<file path="config.mk">
export PLATFORM = sky130hd
export DESIGN_NAME = conditional_sum_subtractor_seq
export DESIGN_NICKNAME = d
export VERILOG_FILES = /design/src/rtl/conditional_sum_subtractor_seq.sv
export SDC_FILE = /design/constraint.sdc
export NUM_CORES = 1
export LEC_CHECK = 0
export ABC_AREA = 1
export ABC_CLOCK_PERIOD_IN_PS = 3900
export BUFFER_PORTS_ARGS = -buffer_cell sky130_fd_sc_hd__clkbuf_2
export CAP_MARGIN = 30
export CORE_MARGIN = 8
export CORE_UTILIZATION = 40
export CTS_BUF_LIST = sky130_fd_sc_hd__clkbuf_4
export CTS_CLUSTER_SIZE = 16
export DETAILED_ROUTE_END_ITERATION = 8
export HOLD_SLACK_MARGIN = 0.02
export PLACE_DENSITY = 0.63
export SETUP_SLACK_MARGIN = 0.05
export SLEW_MARGIN = 20
export SYNTH_ARGS = -nofsm -noshare
export SYNTH_HDL_FRONTEND = slang
export SYNTH_SLANG_ARGS = --single-unit
</file>
<file path="constraint.sdc">
create_clock -name clk -period 3.9 [get_ports clk]
set_clock_uncertainty 0.15 [all_clocks]
set_input_delay 0.78 -clock clk [delete_from_list [all_inputs] [get_ports clk]]
set_output_delay 0.78 -clock clk [all_outputs]
set_load 0.02 [all_outputs]
</file>
<file path="src/rtl/conditional_sum_subtractor_seq.sv">
// Multi-cycle conditional-sum subtractor: one SLICE-bit group per clock, D = A - B - B_in.
// Optional signed-overflow output V is built only when CSS_OVERFLOW_EN is defined.
module conditional_sum_subtractor_seq #(
    parameter int WIDTH = 16,
    parameter int SLICE = 4
) (
    input  logic             clk,
    input  logic             rst,
    input  logic             start,
    input  logic [WIDTH-1:0] A,
    input  logic [WIDTH-1:0] B,
    input  logic             B_in,
    output logic             busy,
    output logic             done,
    output logic [WIDTH-1:0] D,
    output logic             B_out
`ifdef CSS_OVERFLOW_EN
    ,
    output logic             V
`endif
);

    localparam int N  = WIDTH / SLICE;
    localparam int KW = (N > 1) ? $clog2(N) : 1;
    localparam logic [KW-1:0] K_LAST = KW'(N - 1);
    localparam int MSB = WIDTH - 1;

    typedef enum logic [1:0] {
        S_IDLE,
        S_RUN,
        S_DONE
    } state_t;

    // Returns {borrow, difference} of one slice; the sign bit of the widened result is the borrow.
    function automatic logic [SLICE:0] slice_sub(input logic [SLICE-1:0] a,
                                                 input logic [SLICE-1:0] b,
                                                 input logic             bin);
        slice_sub = {1'b0, a} - {1'b0, b} - {{SLICE{1'b0}}, bin};
    endfunction

    state_t           state_q, state_d;
    logic [WIDTH-1:0] a_q, a_d;
    logic [WIDTH-1:0] b_q, b_d;
    logic [WIDTH-1:0] acc_q, acc_d;
    logic [WIDTH-1:0] d_q, d_d;
    logic [KW-1:0]    k_q, k_d;
    logic             br_q, br_d;
    logic             bout_q, bout_d;
`ifdef CSS_OVERFLOW_EN
    logic             v_q, v_d;
`endif

    logic [SLICE-1:0] a_slice, b_slice;
    logic [SLICE:0]   res0, res1, res_sel;

    assign a_slice = a_q[k_q*SLICE +: SLICE];
    assign b_slice = b_q[k_q*SLICE +: SLICE];
    assign res0    = slice_sub(a_slice, b_slice, 1'b0);
    assign res1    = slice_sub(a_slice, b_slice, 1'b1);
    // Both outcomes exist before the running borrow picks one.
    assign res_sel = br_q ? res1 : res0;

    always_comb begin
        state_d = state_q;
        a_d     = a_q;
        b_d     = b_q;
        acc_d   = acc_q;
        d_d     = d_q;
        k_d     = k_q;
        br_d    = br_q;
        bout_d  = bout_q;
`ifdef CSS_OVERFLOW_EN
        v_d     = v_q;
`endif
        case (state_q)
            S_IDLE: begin
                if (start) begin
                    a_d     = A;
                    b_d     = B;
                    br_d    = B_in;
                    k_d     = '0;
                    acc_d   = '0;
                    state_d = S_RUN;
                end
            end
            S_RUN: begin
                acc_d[k_q*SLICE +: SLICE] = res_sel[SLICE-1:0];
                br_d = res_sel[SLICE];
                k_d  = k_q + KW'(1);
                if (k_q == K_LAST) begin
                    k_d     = '0;
                    d_d     = acc_d;
                    bout_d  = res_sel[SLICE];
`ifdef CSS_OVERFLOW_EN
                    v_d     = (a_q[MSB] != b_q[MSB]) && (acc_d[MSB] != a_q[MSB]);
`endif
                    state_d = S_DONE;
                end
            end
            S_DONE: begin
                state_d = S_IDLE;
            end
            default: begin
                state_d = S_IDLE;
            end
        endcase
    end

    always_ff @(posedge clk) begin
        if (rst) begin
            state_q <= S_IDLE;
            a_q     <= '0;
            b_q     <= '0;
            acc_q   <= '0;
            d_q     <= '0;
            k_q     <= '0;
            br_q    <= 1'b0;
            bout_q  <= 1'b0;
`ifdef CSS_OVERFLOW_EN
            v_q     <= 1'b0;
`endif
        end else begin
            state_q <= state_d;
            a_q     <= a_d;
            b_q     <= b_d;
            acc_q   <= acc_d;
            d_q     <= d_d;
            k_q     <= k_d;
            br_q    <= br_d;
            bout_q  <= bout_d;
`ifdef CSS_OVERFLOW_EN
            v_q     <= v_d;
`endif
        end
    end

    assign busy  = (state_q != S_IDLE);
    assign done  = (state_q == S_DONE);
    assign D     = d_q;
    assign B_out = bout_q;
`ifdef CSS_OVERFLOW_EN
    assign V     = v_q;
`endif

endmodule

</file>
==> results.py <==
metrics = {
    "status": {
        "status": "complete, no violations",
    },
    "drt": {
        "firstDrtPassIters": 4,
        "drtAntennaViolNets": 0,
        "wire_per_inst_um": 12.9,
        "route.detailed.drc": 0,
        "post_drt_via_cell_ratio": 4.92,
        "wirelength_mm": 7.80,
        "drt_iter0_markers": 118,
        "vias": 2974,
    },
    "floorplanning": {
        "fp.coreArea_sq_mm": 0.00805,
        "die_y_um": 106,
        "io-pin-count": 55,
        "num_rows": 33,
        "start_util": 0.404,
        "dieArea_sq_mm": 0.0113,
        "die_w_um": 106,
    },
    "sta": {
        "totalNegativeSetupSlack_ns": 0,
        "tightest_slew_ns": 0.709,
        "period_needed_ns": 3.29,
        "finalMaxSlewViolations": 0,
        "rsz0062_at_grt": "no",
        "hold_viol_final": 0,
        "timing.fmax_ghz": 0.304,
        "period_share": 0.844,
        "slew_headroom": 0.527,
        "hold_ws_ns": 0.323,
        "setup_viol": 0,
    },
    "global_routing": {
        "grt_max_degree": 35,
        "grt_pass1_wl_mm": 13.2,
        "grt_pass1_vias": 2889,
        "antenna_found_initial": 0,
        "grt_usage": 0.141,
        "grt.overflow.total": 0,
    },
    "yosys": {
        "synth_area_sq_mm": 0.00325,
        "syn_inst": 448,
        "yosysSeqAreaShare": 0.431,
        "synth_nets": 496,
        "synth_cell_type_count": 36,
        "synth-seq-cells": 70,
        "synth_edf_count": 0,
        "yosysMostFrequentCell": "nand2_1",
        "yosys-top-cells-area": "dfxtp_1 43%, nand2_1 10%, nor2_1 9.6%",
        "yosys-top-cells-count": "90 x nand2_1, 83 x nor2_1, 70 x dfxtp_1",
        "yosys_warnings": 0,
        "ys_async_sr_fraction": 0,
        "synth_top_area_frac": 0.431,
        "syn_area_per_cell_sq_um": 7.25,
        "synth-main-ff-cell": "dfxtp_1",
        "synth_area_leader_cell": "dfxtp_1",
    },
    "finish": {
        "n_antenna_cell": 0,
        "n_fill_cell": 852,
        "nNetsFinal": 543,
        "drive_gt1_frac": 0.186,
        "area_growth_pct": 15.2,
    },
    "setup_path": {
        "cp-end-kind": "flop",
        "r2r_end": "acc_q[5]$_SDFFE_PP0P_",
        "rr_worst_depth": 14,
        "crit_fanout": 16,
        "critPathKind": "reg2reg",
        "r2r_start": "k_q[1]$_SDFFE_PP0P_",
        "cp.required_ns": 4.07,
        "cp-start-kind": "flop",
        "reg2reg_slack_ns": 0.61,
        "critical_path_arrival_ns": 3.46,
    },
    "clocking": {
        "cts_hold_buffers": 0,
        "cts_buffer_depth": 2,
        "cts_sinks": 70,
        "clockRootBuffer": "clkbuf_4",
        "cts_resized": 0,
        "clk_latency_ns": 0.40,
        "clkTransAtPathRegs_ns": 0.12,
        "cts_buffers": 9,
        "cts_max_level": 3,
        "cts_tree": "done",
        "post-cts-setup-buffers": 0,
    },
    "min_path": {
        "hold_depth": 2,
        "holdPathEnd": "acc_q[10]$_SDFFE_PP0P_",
        "hp-class": "reg2reg",
        "min_from": "acc_q[10]$_SDFFE_PP0P_",
    },
    "placement": {
        "dpl.hpwl_mm": 5.80,
        "gp_congestion": 0.858,
        "portBuffers": 54,
    },
    "power": {
        "power.density_mw_per_mm2": 439,
        "peakVddDrop_mv": 0.210,
        "leakagePower_nw": 1.67,
    },
    "run": {
        "drv_cap": 0,
    },
}
-- metal layers --
layer  track usage  up-vias  wire [um]
met5             0        -          0
met4        0.0603        0         90
met1         0.177     1330       3740
li1              -     1559          -
met3        0.0357        6        422
met2         0.225       79       3550
-- worst max-delay path, cell delays in order, from the launching register on --
cell and delay (ns):
dfxtp_1 0.46, inv_1 0.28, a32o_1 0.35, ha_1 0.23, fa_1 0.58, ha_1 0.26
inv_1 0.05, nand2_1 0.04, o21ai_1 0.12, inv_1 0.06, nor2_1 0.14, nand2_1 0.10
o21ai_1 0.17, nand2_1 0.07, a21oi_1 0.16
-- worst max-delay path by stage --
stage | from | end | slack [ns] | cells past startpoint
after floorplan | k_q[0]$_SDFFE_PP0P_ | acc_q[13]$_SDFFE_PP0P_ | 0.81 | 17
after global placement | k_q[1]$_SDFFE_PP0P_ | acc_q[13]$_SDFFE_PP0P_ | 0.89 | 14
after detailed placement | k_q[1]$_SDFFE_PP0P_ | acc_q[5]$_SDFFE_PP0P_ | 0.68 | 14
after CTS | k_q[1]$_SDFFE_PP0P_ | acc_q[5]$_SDFFE_PP0P_ | 0.63 | 14
after global routing | k_q[1]$_SDFFE_PP0P_ | acc_q[13]$_SDFFE_PP0P_ | 0.33 | 15
final | k_q[1]$_SDFFE_PP0P_ | acc_q[5]$_SDFFE_PP0P_ | 0.61 | 14
-- kinds of logic after synthesis --
family | Yosys count | synth area share
buffers and inverters | 53 | 0.0655
XOR/XNOR | 2 | 0.00770
flip-flops | 70 | 0.431
adder cells (fa/ha/maj) | 12 | 0.0485
AO/OA/AOI/OAI | 103 | 0.183
AND/OR/NAND/NOR | 208 | 0.264
-- flip-flops by register name (all words and copies together), names as in the netlist --
register	cells
b_q	16
D	16
B_out	1
a_q	16
br_q	1
state_q	2
acc_q	16
k_q	2
-- stage by stage --
step	setup WS [ns]	utilization	power (mW)	instances	cell area, sq um
after floorplan	0.814	-	1.06	448	3250
after global placement	0.885	0.445	1.13	589	3580
after detailed placement	0.683	0.445	1.14	589	3580
after CTS	0.632	0.465	1.66	605	3740
after global routing	0.333	0.465	1.74	605	3740
final	0.609	0.465	1.64	605	3740
-- where the power goes --
part | switching (mW) | internal (mW)
combinational | 0.226 | 0.127
sequential | 0.0226 | 0.750
clock | 0.252 | 0.266
total | 0.500 | 1.14
-- layout make-up --
| class | instances | area (sq um) | share of cell area |
|---|---|---|---|
| clock buffers | 10 | 75.1 | 0.0201 |
| multi-input cells | 325 | 1640 | 0.437 |
| well taps | 105 | 131 | 0.0351 |
| repair buffers | 57 | 293 | 0.0782 |
| inverters | 32 | 120 | 0.0321 |
| clock inverters | 6 | 86.3 | 0.0231 |
| flip-flops and latches | 70 | 1400 | 0.374 |
-- cell usage in the layout, fill, tap and decap left out, types with 2 or more instances in the layout --
cell type | netlist | routed
o22ai_1 | 3 | 3
a22oi_1 | 3 | 3
clkbuf_4 | 0 | 10
ha_1 | 11 | 11
o21ai_1 | 9 | 9
a21oi_1 | 22 | 22
inv_2 | 5 | 5
a32o_1 | 3 | 3
nor2_1 | 83 | 83
a32oi_1 | 2 | 2
o21bai_1 | 3 | 3
clkinv_2 | 0 | 2
clkbuf_2 | 1 | 54
nand2_1 | 90 | 90
bufinv_16 | 0 | 2
o21ai_0 | 47 | 47
dfxtp_1 | 70 | 70
nand3_1 | 22 | 22
inv_1 | 26 | 26
a21oi_2 | 4 | 4
a2bb2oi_1 | 4 | 4
buf_4 | 1 | 3
nor2_4 | 3 | 3
nand2_2 | 5 | 5
(Power assumes the default switching activity.)
